## src/rtl/rv32i_pkg.sv

```systemverilog
// rv32i_pkg: shared constants and types for the RV32I decode/issue stage.
//   XLEN/NREG/AW   datapath width, register count, register index width
//   OP_*           major opcodes recognised by the decoder
//   CLS_*          4-bit opcode class driven on ex_class (0 = no class / illegal)
//   imm_t          immediate format selector; imm_gen builds the sign-extended value
//   slot_t         decoded fields held in the issue slot
package rv32i_pkg;

   localparam int XLEN = 32;
   localparam int NREG = 32;
   localparam int AW   = $clog2(NREG);

   localparam logic [6:0] OP_LUI    = 7'b0110111;
   localparam logic [6:0] OP_AUIPC  = 7'b0010111;
   localparam logic [6:0] OP_JAL    = 7'b1101111;
   localparam logic [6:0] OP_JALR   = 7'b1100111;
   localparam logic [6:0] OP_BRANCH = 7'b1100011;
   localparam logic [6:0] OP_LOAD   = 7'b0000011;
   localparam logic [6:0] OP_STORE  = 7'b0100011;
   localparam logic [6:0] OP_OPIMM  = 7'b0010011;
   localparam logic [6:0] OP_OP     = 7'b0110011;
   localparam logic [6:0] OP_SYSTEM = 7'b1110011;

   localparam logic [3:0] CLS_NONE   = 4'd0;
   localparam logic [3:0] CLS_LUI    = 4'd1;
   localparam logic [3:0] CLS_AUIPC  = 4'd2;
   localparam logic [3:0] CLS_JAL    = 4'd3;
   localparam logic [3:0] CLS_JALR   = 4'd4;
   localparam logic [3:0] CLS_BRANCH = 4'd5;
   localparam logic [3:0] CLS_LOAD   = 4'd6;
   localparam logic [3:0] CLS_STORE  = 4'd7;
   localparam logic [3:0] CLS_OPIMM  = 4'd8;
   localparam logic [3:0] CLS_OP     = 4'd9;
   localparam logic [3:0] CLS_SYSTEM = 4'd10;

   typedef enum logic [2:0] {IMM_NONE, IMM_I, IMM_S, IMM_B, IMM_U, IMM_J} imm_t;

   typedef struct packed {
      logic [XLEN-1:0] pc;
      logic [3:0]      cls;
      logic [2:0]      funct3;
      logic            f7b5;
      logic [XLEN-1:0] imm;
      logic [AW-1:0]   rd;
      logic [AW-1:0]   rs1;
      logic [AW-1:0]   rs2;
      logic            rs1_zero;
      logic            rs2_zero;
      logic            illegal;
   } slot_t;

   function automatic logic [XLEN-1:0] imm_gen(input logic [XLEN-1:0] i, input imm_t t);
      case (t)
         IMM_I:   return {{20{i[31]}}, i[31:20]};
         IMM_S:   return {{20{i[31]}}, i[31:25], i[11:7]};
         IMM_B:   return {{19{i[31]}}, i[31], i[7], i[30:25], i[11:8], 1'b0};
         IMM_U:   return {i[31:12], 12'b0};
         IMM_J:   return {{11{i[31]}}, i[31], i[19:12], i[20], i[30:21], 1'b0};
         default: return '0;
      endcase
   endfunction

endpackage

```

## src/rtl/rv32i_decode.sv

```systemverilog
// rv32i_decode: purely combinational RV32I field decoder.
//   instr      in   instruction word
//   cls        out  opcode class (CLS_NONE when illegal)
//   rs1/rs2    out  raw source fields
//   rd         out  destination, forced 0 when the class writes no rd
//   uses_rs1/uses_rs2/writes_rd  out  operand usage for the scoreboard
//   imm        out  sign-extended immediate for the class format
//   illegal    out  opcode not recognised
module rv32i_decode
   import rv32i_pkg::*;
(
   input  logic [XLEN-1:0] instr,
   output logic [3:0]      cls,
   output logic [AW-1:0]   rs1,
   output logic [AW-1:0]   rs2,
   output logic [AW-1:0]   rd,
   output logic            uses_rs1,
   output logic            uses_rs2,
   output logic            writes_rd,
   output logic [XLEN-1:0] imm,
   output logic            illegal
);

   imm_t       ityp;
   logic [2:0] f3;

   assign f3 = instr[14:12];

   always_comb begin
      cls       = CLS_NONE;
      uses_rs1  = 1'b0;
      uses_rs2  = 1'b0;
      writes_rd = 1'b0;
      illegal   = 1'b0;
      ityp      = IMM_NONE;
      case (instr[6:0])
         OP_LUI:    begin cls = CLS_LUI;    writes_rd = 1'b1; ityp = IMM_U; end
         OP_AUIPC:  begin cls = CLS_AUIPC;  writes_rd = 1'b1; ityp = IMM_U; end
         OP_JAL:    begin cls = CLS_JAL;    writes_rd = 1'b1; ityp = IMM_J; end
         OP_JALR:   begin cls = CLS_JALR;   writes_rd = 1'b1; uses_rs1 = 1'b1; ityp = IMM_I; end
         OP_BRANCH: begin cls = CLS_BRANCH; uses_rs1 = 1'b1; uses_rs2 = 1'b1; ityp = IMM_B; end
         OP_LOAD:   begin cls = CLS_LOAD;   writes_rd = 1'b1; uses_rs1 = 1'b1; ityp = IMM_I; end
         OP_STORE:  begin cls = CLS_STORE;  uses_rs1 = 1'b1; uses_rs2 = 1'b1; ityp = IMM_S; end
         OP_OPIMM:  begin cls = CLS_OPIMM;  writes_rd = 1'b1; uses_rs1 = 1'b1; ityp = IMM_I; end
         OP_OP:     begin cls = CLS_OP;     writes_rd = 1'b1; uses_rs1 = 1'b1; uses_rs2 = 1'b1; end
         OP_SYSTEM: begin
            // ECALL/EBREAK (funct3=0) touch no GPR; CSR*I variants carry a zimm, not rs1
            cls       = CLS_SYSTEM;
            ityp      = IMM_I;
            writes_rd = (f3 != 3'd0);
            uses_rs1  = (f3 != 3'd0) && !f3[2];
         end
         default:   illegal = 1'b1;
      endcase
   end

   assign rs1 = instr[19:15];
   assign rs2 = instr[24:20];
   assign rd  = writes_rd ? instr[11:7] : '0;
   assign imm = imm_gen(instr, ityp);

endmodule

```

## src/rtl/decode_issue.sv

```systemverilog
// decode_issue: RV32I decode/issue stage feeding a registered-read 32x32 register file.
//   clk/res                 clock, async active-high reset
//   if_valid/if_ready/if_instr/if_pc   fetch handshake
//   rf_a1/rf_a2             register-file read addresses
//   ex_valid/ex_ready/ex_*  one-entry issue slot toward execute
//   wb_valid/wb_rd          writeback retire, clears scoreboard bit
//   flush                   kill slot, block acceptance this cycle
module decode_issue
   import rv32i_pkg::*;
(
   input  logic            clk,
   input  logic            res,
   input  logic            if_valid,
   output logic            if_ready,
   input  logic [XLEN-1:0] if_instr,
   input  logic [XLEN-1:0] if_pc,
   output logic [AW-1:0]   rf_a1,
   output logic [AW-1:0]   rf_a2,
   output logic            ex_valid,
   input  logic            ex_ready,
   output logic [XLEN-1:0] ex_pc,
   output logic [3:0]      ex_class,
   output logic [2:0]      ex_funct3,
   output logic            ex_funct7b5,
   output logic [XLEN-1:0] ex_imm,
   output logic [AW-1:0]   ex_rd,
   output logic            ex_rs1_zero,
   output logic            ex_rs2_zero,
   output logic            ex_illegal,
   input  logic            wb_valid,
   input  logic [AW-1:0]   wb_rd,
   input  logic            flush
);

   logic [3:0]      d_cls;
   logic [AW-1:0]   d_rs1, d_rs2, d_rd;
   logic            d_use1, d_use2, d_wr, d_ill;
   logic [XLEN-1:0] d_imm;

   rv32i_decode u_dec (
      .instr     (if_instr),
      .cls       (d_cls),
      .rs1       (d_rs1),
      .rs2       (d_rs2),
      .rd        (d_rd),
      .uses_rs1  (d_use1),
      .uses_rs2  (d_use2),
      .writes_rd (d_wr),
      .imm       (d_imm),
      .illegal   (d_ill)
   );

   slot_t           slot, d_slot;
   logic            slot_valid;
   logic [NREG-1:0] busy, busy_n;
   logic            hazard, accept;

   // d_rd is already 0 for non-writers, so the rd term needs no writes_rd gate
   assign hazard = (d_use1 && d_rs1 != '0 && busy[d_rs1])
                 | (d_use2 && d_rs2 != '0 && busy[d_rs2])
                 | (d_wr   && d_rd  != '0 && busy[d_rd]);

   // held low during reset so the rf address mux parks on the cleared slot
   assign if_ready = (!slot_valid || ex_ready) && !hazard && !flush && !res;
   assign accept   = if_valid && if_ready;

   // a stalled slot keeps its own addresses so RD1/RD2 stay aligned with it
   assign rf_a1 = accept ? d_rs1 : slot.rs1;
   assign rf_a2 = accept ? d_rs2 : slot.rs2;

   always_comb begin
      d_slot          = '0;
      d_slot.pc       = if_pc;
      d_slot.cls      = d_cls;
      d_slot.funct3   = if_instr[14:12];
      d_slot.f7b5     = if_instr[30];
      d_slot.imm      = d_imm;
      d_slot.rd       = d_rd;
      d_slot.rs1      = d_rs1;
      d_slot.rs2      = d_rs2;
      d_slot.rs1_zero = (d_rs1 == '0);
      d_slot.rs2_zero = (d_rs2 == '0);
      d_slot.illegal  = d_ill;
   end

   // set beats clear on the same index; acceptance never coincides with flush
   always_comb begin
      busy_n = busy;
      if (wb_valid) busy_n[wb_rd] = 1'b0;
      if (flush && slot_valid && slot.rd != '0) busy_n[slot.rd] = 1'b0;
      if (accept && d_wr && d_rd != '0) busy_n[d_rd] = 1'b1;
      busy_n[0] = 1'b0;
   end

   always_ff @(posedge clk or posedge res) begin
      if (res) begin
         slot_valid <= 1'b0;
         slot       <= '0;
         busy       <= '0;
      end else begin
         busy <= busy_n;
         if (accept) begin
            slot_valid <= 1'b1;
            slot       <= d_slot;
         end else if (flush || ex_ready) begin
            slot_valid <= 1'b0;
         end
      end
   end

   assign ex_valid    = slot_valid;
   assign ex_pc       = slot.pc;
   assign ex_class    = slot.cls;
   assign ex_funct3   = slot.funct3;
   assign ex_funct7b5 = slot.f7b5;
   assign ex_imm      = slot.imm;
   assign ex_rd       = slot.rd;
   assign ex_rs1_zero = slot.rs1_zero;
   assign ex_rs2_zero = slot.rs2_zero;
   assign ex_illegal  = slot.illegal;

endmodule
```

## config.mk

```make
export PLATFORM = sky130hd
export DESIGN_NAME = decode_issue
export DESIGN_NICKNAME = d
export VERILOG_FILES = /design/src/rtl/rv32i_pkg.sv /design/src/rtl/rv32i_decode.sv /design/src/rtl/decode_issue.sv
export SDC_FILE = /design/constraint.sdc
export NUM_CORES = 1
export LEC_CHECK = 0
export CAP_MARGIN = 20
export CORE_MARGIN = 3
export CORE_UTILIZATION = 50
export CTS_CLUSTER_DIAMETER = 100
export CTS_CLUSTER_SIZE = 12
export DETAILED_ROUTE_END_ITERATION = 12
export PLACE_DENSITY_LB_ADDON = 0.05
export REMOVE_ABC_BUFFERS = 1
export SYNTH_ARGS = -nofsm -noshare
export SYNTH_HDL_FRONTEND = slang
export SYNTH_SLANG_ARGS = --single-unit
```

## constraint.sdc

```tcl
create_clock -name clk -period 4.85 [get_ports clk]
set_clock_uncertainty 0.05 [all_clocks]
set_input_delay 0.97 -clock clk [delete_from_list [all_inputs] [get_ports clk]]
set_output_delay 0.97 -clock clk [all_outputs]
set_load 0.02 [all_outputs]
```

* After elaboration in Yosys (flattened, before gate mapping) *
Index checks and enable logic that the tools add are counted.

word-level totals
  bits in registers = 122
  word-level logic and storage cells = 109

operators by class
  magnitude comparators = 8
  eq/ne operators = 15
  multiplexer cells = 27
  bitwise gates (word level) = 7
  reduce and logical (&&, ||, !) cells = 39

operators by type and width
  cell                                                                    number
  32-bit case mux with 5 select lines                                     1
  32-bit two-way mux                                                      3
  32-bit AND                                                              2
  32-bit NOT                                                              2
  4-bit case mux with 10 select lines                                     1
  32-bit bitwise OR                                                       1
  5-bit by 6-bit < comparator with 1-bit output (second input constant)   5
  7-bit == test (second input constant)                                   4
  7-bit by 6-bit == test with 1-bit output (second input constant)        3
  5-bit nonzero test                                                      4
  1-bit logical AND                                                       18
  1-bit binary-select mux with 5-bit select                               3
  1-bit demux with 5-bit select                                           3
  5-bit by 1-bit >= comparator with 1-bit output (second input constant)  3
  5-bit two-way mux                                                       3
  3-bit case mux with 5 select lines                                      1
  7-bit by 5-bit == test with 1-bit output (second input constant)        2
  5-bit zero test                                                         2
  1-bit two-way mux                                                       10
  10-bit OR reduction                                                     1
  7-bit by 2-bit == test with 1-bit output (second input constant)        1
  7-bit OR reduction                                                      1
  3-bit by 2-bit == test with 1-bit output (second input constant)        2
  3-bit == test (second input constant)                                   2
  other kinds (11)                                                        18

* Depth between registers and ports, before layout *
  word-level depth = 16
  depth in mapped cells = 12

* Cells and area by module *
A second synthesis with hierarchy kept.

second synthesis, totals
  cell total of the unflattened synthesis = 638
  area total of the unflattened synthesis = 7422.1 µm²

modules (own cells, without submodules)
  module        times used  cells an instance  area an instance (µm²)
  decode_issue  1           508                6508.7
  rv32i_decode  1           130                913.4

* Worst setup path before layout *
OpenSTA, ideal clock, no wires.

  kind = in2out
  from = input port if_instr[15]
  to = output port rf_a1[0]
  arrival = 3239 ps
  setup slack = 591 ps
  stages on the path = 10
  path buffers = 3
  path through = clkbuf_1 -> mux4_2 -> mux2i_1 -> mux2i_1 -> a22oi_1 -> nor2_1 -> nor3b_2 -> buf_6 -> buf_6 -> mux2_1

between the ends
  longest elaborated chain between the ends = 11

RTL lines
  element                                                                          line                RTL
  from (decl)                                                                      decode_issue.sv:15  input logic [XLEN-1:0] if_instr,
  1-bit binary-select mux with 5-bit select or 5-bit nonzero test (tied branches)  decode_issue.sv:59  assign hazard = (d_use1 && d_rs1 != '0 && busy[d_rs1])
  1-bit two-way mux (not written as such) or 1-bit logical AND (tied branches)     decode_issue.sv:59
  1-bit logical AND                                                                decode_issue.sv:59
  1-bit bitwise OR                                                                 decode_issue.sv:60  | (d_use2 && d_rs2 != '0 && busy[d_rs2])
  1-bit bitwise OR                                                                 decode_issue.sv:61  | (d_wr && d_rd != '0 && busy[d_rd]);
  1-bit zero test                                                                  decode_issue.sv:64  assign if_ready = (!slot_valid || ex_ready) && !hazard && !flush && !res;
  1-bit logical AND (3 in a row)                                                   decode_issue.sv:64
  1-bit logical AND                                                                decode_issue.sv:65  assign accept = if_valid && if_ready;
  5-bit two-way mux *                                                              decode_issue.sv:68  assign rf_a1 = accept ? d_rs1 : slot.rs1;
  to (decl)                                                                        decode_issue.sv:17  output logic [AW-1:0] rf_a1,

Mark *: on every way between the ends. The rest lies on a longest branch, timed or not. The select of a mux whose other input is x is not followed.

* Worst setup path in the final report *
  from = input port if_instr[5]
  to = output port rf_a1[4]

between the ends
  longest elaborated chain between the ends = 14

RTL lines
  element                                                                          line                RTL
  7-bit by 6-bit == test with 1-bit output, or another cell as far along           rv32i_decode.sv:36  case (instr[6:0])
  7-bit OR reduction (no source line)                                              n/a
  1-bit case mux with 2 select lines                                               rv32i_decode.sv:36
  5-bit two-way mux                                                                rv32i_decode.sv:59  assign rd = writes_rd ? instr[11:7] : '0;
  1-bit binary-select mux with 5-bit select or 5-bit nonzero test (tied branches)  decode_issue.sv:61
  1-bit two-way mux (not written as such) or 1-bit logical AND (tied branches)     decode_issue.sv:61
  1-bit logical AND                                                                decode_issue.sv:61
  1-bit bitwise OR *                                                               decode_issue.sv:61
  1-bit zero test *                                                                decode_issue.sv:64
  1-bit logical AND * (3 in a row)                                                 decode_issue.sv:64
  1-bit logical AND *                                                              decode_issue.sv:65
  5-bit two-way mux *                                                              decode_issue.sv:68

Marked as above.

==> impl_metrics.toml <==
[sta]
period_needed_ns = 4.79
setup_viol = 0
fin_crit_sh_pct = 98.7
maxSlewViolCount = 0
fmax_mhz = 209
tightest_slew_ns = 0.809
slew_headroom_pct = 45.9
holdWs_ns = 0.434
fin_ws_ns = 0.0621
hold_violations = 0

[synth]
ys_ff_latch = 122
synth_edf_count = 0
synth_warnings = 0
synth_top_area_share_pct = 41.8
syn_area_per_cell_um2 = 10.8
ys_seq_area_share_pct = 41.8
synth.distinct_cells = 50
synth.area.top_cells = "dfrtp_1 (42%), buf_4 (8.5%), mux2_2 (6.9%), mux2i_1 (5.8%), mux4_2 (5.5%)"
synthCells = 675
ys_async_sr_fraction_pct = 100
synth_ff_type = "dfrtp_1"
synth_top_cell_by_area = "dfrtp_1"
synthesis.area_um2 = 7310

[global_route]
grt_antenna_before_repair = 0
grt_pass1_wl_mm = 33.7
grt_max_degree = 81
grt_pass1_vias = 6076
grtUsageTotal_pct = 26.9
grt_remaining_overflow = 0

[placed_design]
port_buffers = 166
gp_congestion = 0.954
place_ws_ns = -0.352
dp.final_hpwl_mm = 15.4

[final_layout]
drive_above_1_share_pct = 27.6
utilization_pct = 67.3
antenna_cells = 0
area_growth_pct = 29.8
final_nets = 883

[floorplan]
rows = 43
chipHeight_um = 127
die_area_um2 = 16100
num_io_pins = 167
start_util_pct = 51.9
die_w_um = 127
core_um2 = 14100

[power_and_ir_drop]
fin_total_pwr_uw = 3110
power_frac_seq_pct = 38.0
pwr-share-clk_pct = 38.7
power.density_nw_per_um2 = 328
p_leak_uw = 0.00415
p_int_uw = 2170
p_sw_share_pct = 30.1
p_sw_uw = 936
power_frac_comb_pct = 23.3
max-vdd-ir-drop_v = 0.000300

[clock_tree]
cts-hold-fix-buffers = 0
cts_buffer_depth = 2
root_buffer = "clkbuf_16"
insertion_delay_ns = 0.42
cts_made_buffers = 17
cts_tree = "built"
cts-htree-levels = 4
path_clk_slew_ns = 0.06
clock_sinks = 122

[setup_path]
cpPeakStageDelay_ns = 0.52
end_kind = "primary output"
cpMostUsedCell = "buf_4"
r2r_cells = 8
crit_type = "primary input to primary output"
timing.rr.end = "ex_pc[29]$_DFFE_PP0P_"
r2r_setup_slack_ns = 1.53
cp-start-kind = "primary input"
worstPathArrival_ns = 3.77
crit_path_start = "if_instr[5]"
critPathMaxFanout = 5
cp.required_ns = 3.83
crit_chain = "clkdlybuf4s50_1, buf_4, buf_4, nor2_1, o21ai_0, a31oi_1, nand4b_1, nand3_1, nor3b_4, buf_6, mux2_2, dlygate4sd2_1"
reg2reg_from = "busy[3]$_DFF_PP0_"
crit_path_top_delay_cell = "clkdlybuf4s50_1"

[routing]
vias = 5924
drtIter0Drc = 528
ant_nets = 0
drt_wl_total_mm = 21.5
dr.pass1.iters = 5
routedWlPerCell_um = 21.4
drc = 0
vias_per_cell = 5.92

[min_path]
holdCritStartpoint = "slot[11]$_DFFE_PP0P_"
hold_class = "flop to flop"
min_path_cells = 1
hold_end = "slot[11]$_DFFE_PP0P_"

[run_status]
status = "completed"

[flow_run]
maxCapViolCount = 0
## through the flow
step	instances	area (um2)	setup TNS, ns
floorplan	556	6480	-367.33
global placement	961	8840	-2.73
detailed placement	961	8840	-3.05
CTS	993	9400	-0.00328
global route	1001	9490	-0.00226
finish	1001	9490	0
## area by class of cell
type,instances,area (um2)
inverter,35,134
clock buffer,18,439
timing repair buffer,233,2190
tap,180,225
fill,1120,4610
multi-input combinational,399,3320
sequential,122,3050
clock inverter,14,123
## power groups by stage
stage	Clock, uW	Combinational (uW)	Sequential [uW]
floorplan	0	229	1300
global placement	0	719	1190
detailed placement	0	729	1200
CTS	1220	720	1180
global route	1270	771	1200
finish	1200	724	1180
## layer usage
| metal | vias to the layer above | GRT usage, % | part of all wire (%) | wire length, um |
|---|---|---|---|---|
| li1 | 2646 | - | - | - |
| met3 | 45 | 7.79 | 9.2 | 1980 |
| met4 | 0 | 8.45 | 2.1 | 452 |
| met2 | 292 | 42.9 | 48 | 10200 |
| met5 | - | 0 | 0 | 0 |
| met1 | 2941 | 35.7 | 41 | 8790 |
## cells in the final DEF, fill, tap and decap left out, types with 5 or more instances in the layout
master,Yosys,routed
mux2_2,45,44
clkdlybuf4s50_1,0,150
buf_4,83,60
o22ai_1,6,5
nand3b_1,11,11
o221a_2,29,29
clkbuf_16,0,17
nor3_1,16,16
clkbuf_2,0,6
a31o_2,20,20
mux2i_1,42,42
a21oi_1,28,28
nor2b_1,5,5
nor2_1,43,42
inv_1,35,34
mux4_2,18,18
o21ai_0,7,7
buf_6,8,6
nand3_1,13,13
dfrtp_1,122,122
mux2_1,21,21
a21o_1,15,15
nand2_1,34,34
inv_6,0,8
## critical path, delay by kind of cell
family	cells	cell delay (ns)
simple gates	4	0.70
mux	1	0.34
compound gates	2	0.50
buf+inv	5	1.26
## cell usage after synthesis, drive strengths merged (4+ instances only)
cell,count
a21oi,28
mux2,66
nand2,34
buf,97
nand3b,11
a22oi,4
inv,35
o22ai,6
nor2,43
nor3,16
nand3,13
clkbuf,22
mux2i,42
dfrtp,122
o221a,29
o21ai,7
a31o,20
mux4,18
nor2b,5
a21o,15
## what timing repair did
action / in CTS / in global routing
endpoints found under the setup margin: 10 / 10
setup buffers: 0 / 5
resized for setup: 16 / 28
gates cloned: 0 / 1
pin swaps: 0 / 3
## registers in the layout (all words and copies together), names as in the netlist
register and cells:
ex_pc 32, busy 31, ex_rs1_zero 1, ex_rs2_zero 1, ex_funct7b5 1, ex_class 4, ex_valid 1, ex_illegal 1
ex_rd 5, ex_imm 32, ex_funct3 3, slot 10
## how the worst max path moves through the flow
stage                     to  depth (start not counted)  slack, ns
floorplan           rf_a1[4]                          6      -3.90
detailed placement  rf_a2[4]                         11      -0.35
global route        rf_a1[4]                         11     -0.002
CTS                 rf_a2[2]                         11     -0.003
global placement    rf_a2[4]                         11      -0.33
finish              rf_a1[4]                         12       0.06
## logic make-up after synthesis
kind of cell,after synthesis,synth area share (%)
multiplexers,126,21.5
AND/OR/NAND/NOR,150,10.3
AO/OA/AOI/OAI,123,13.4
flip-flops,122,41.8
buffers and inverters,154,13.1
No activity file was read; power rests on OpenSTA's default activity.
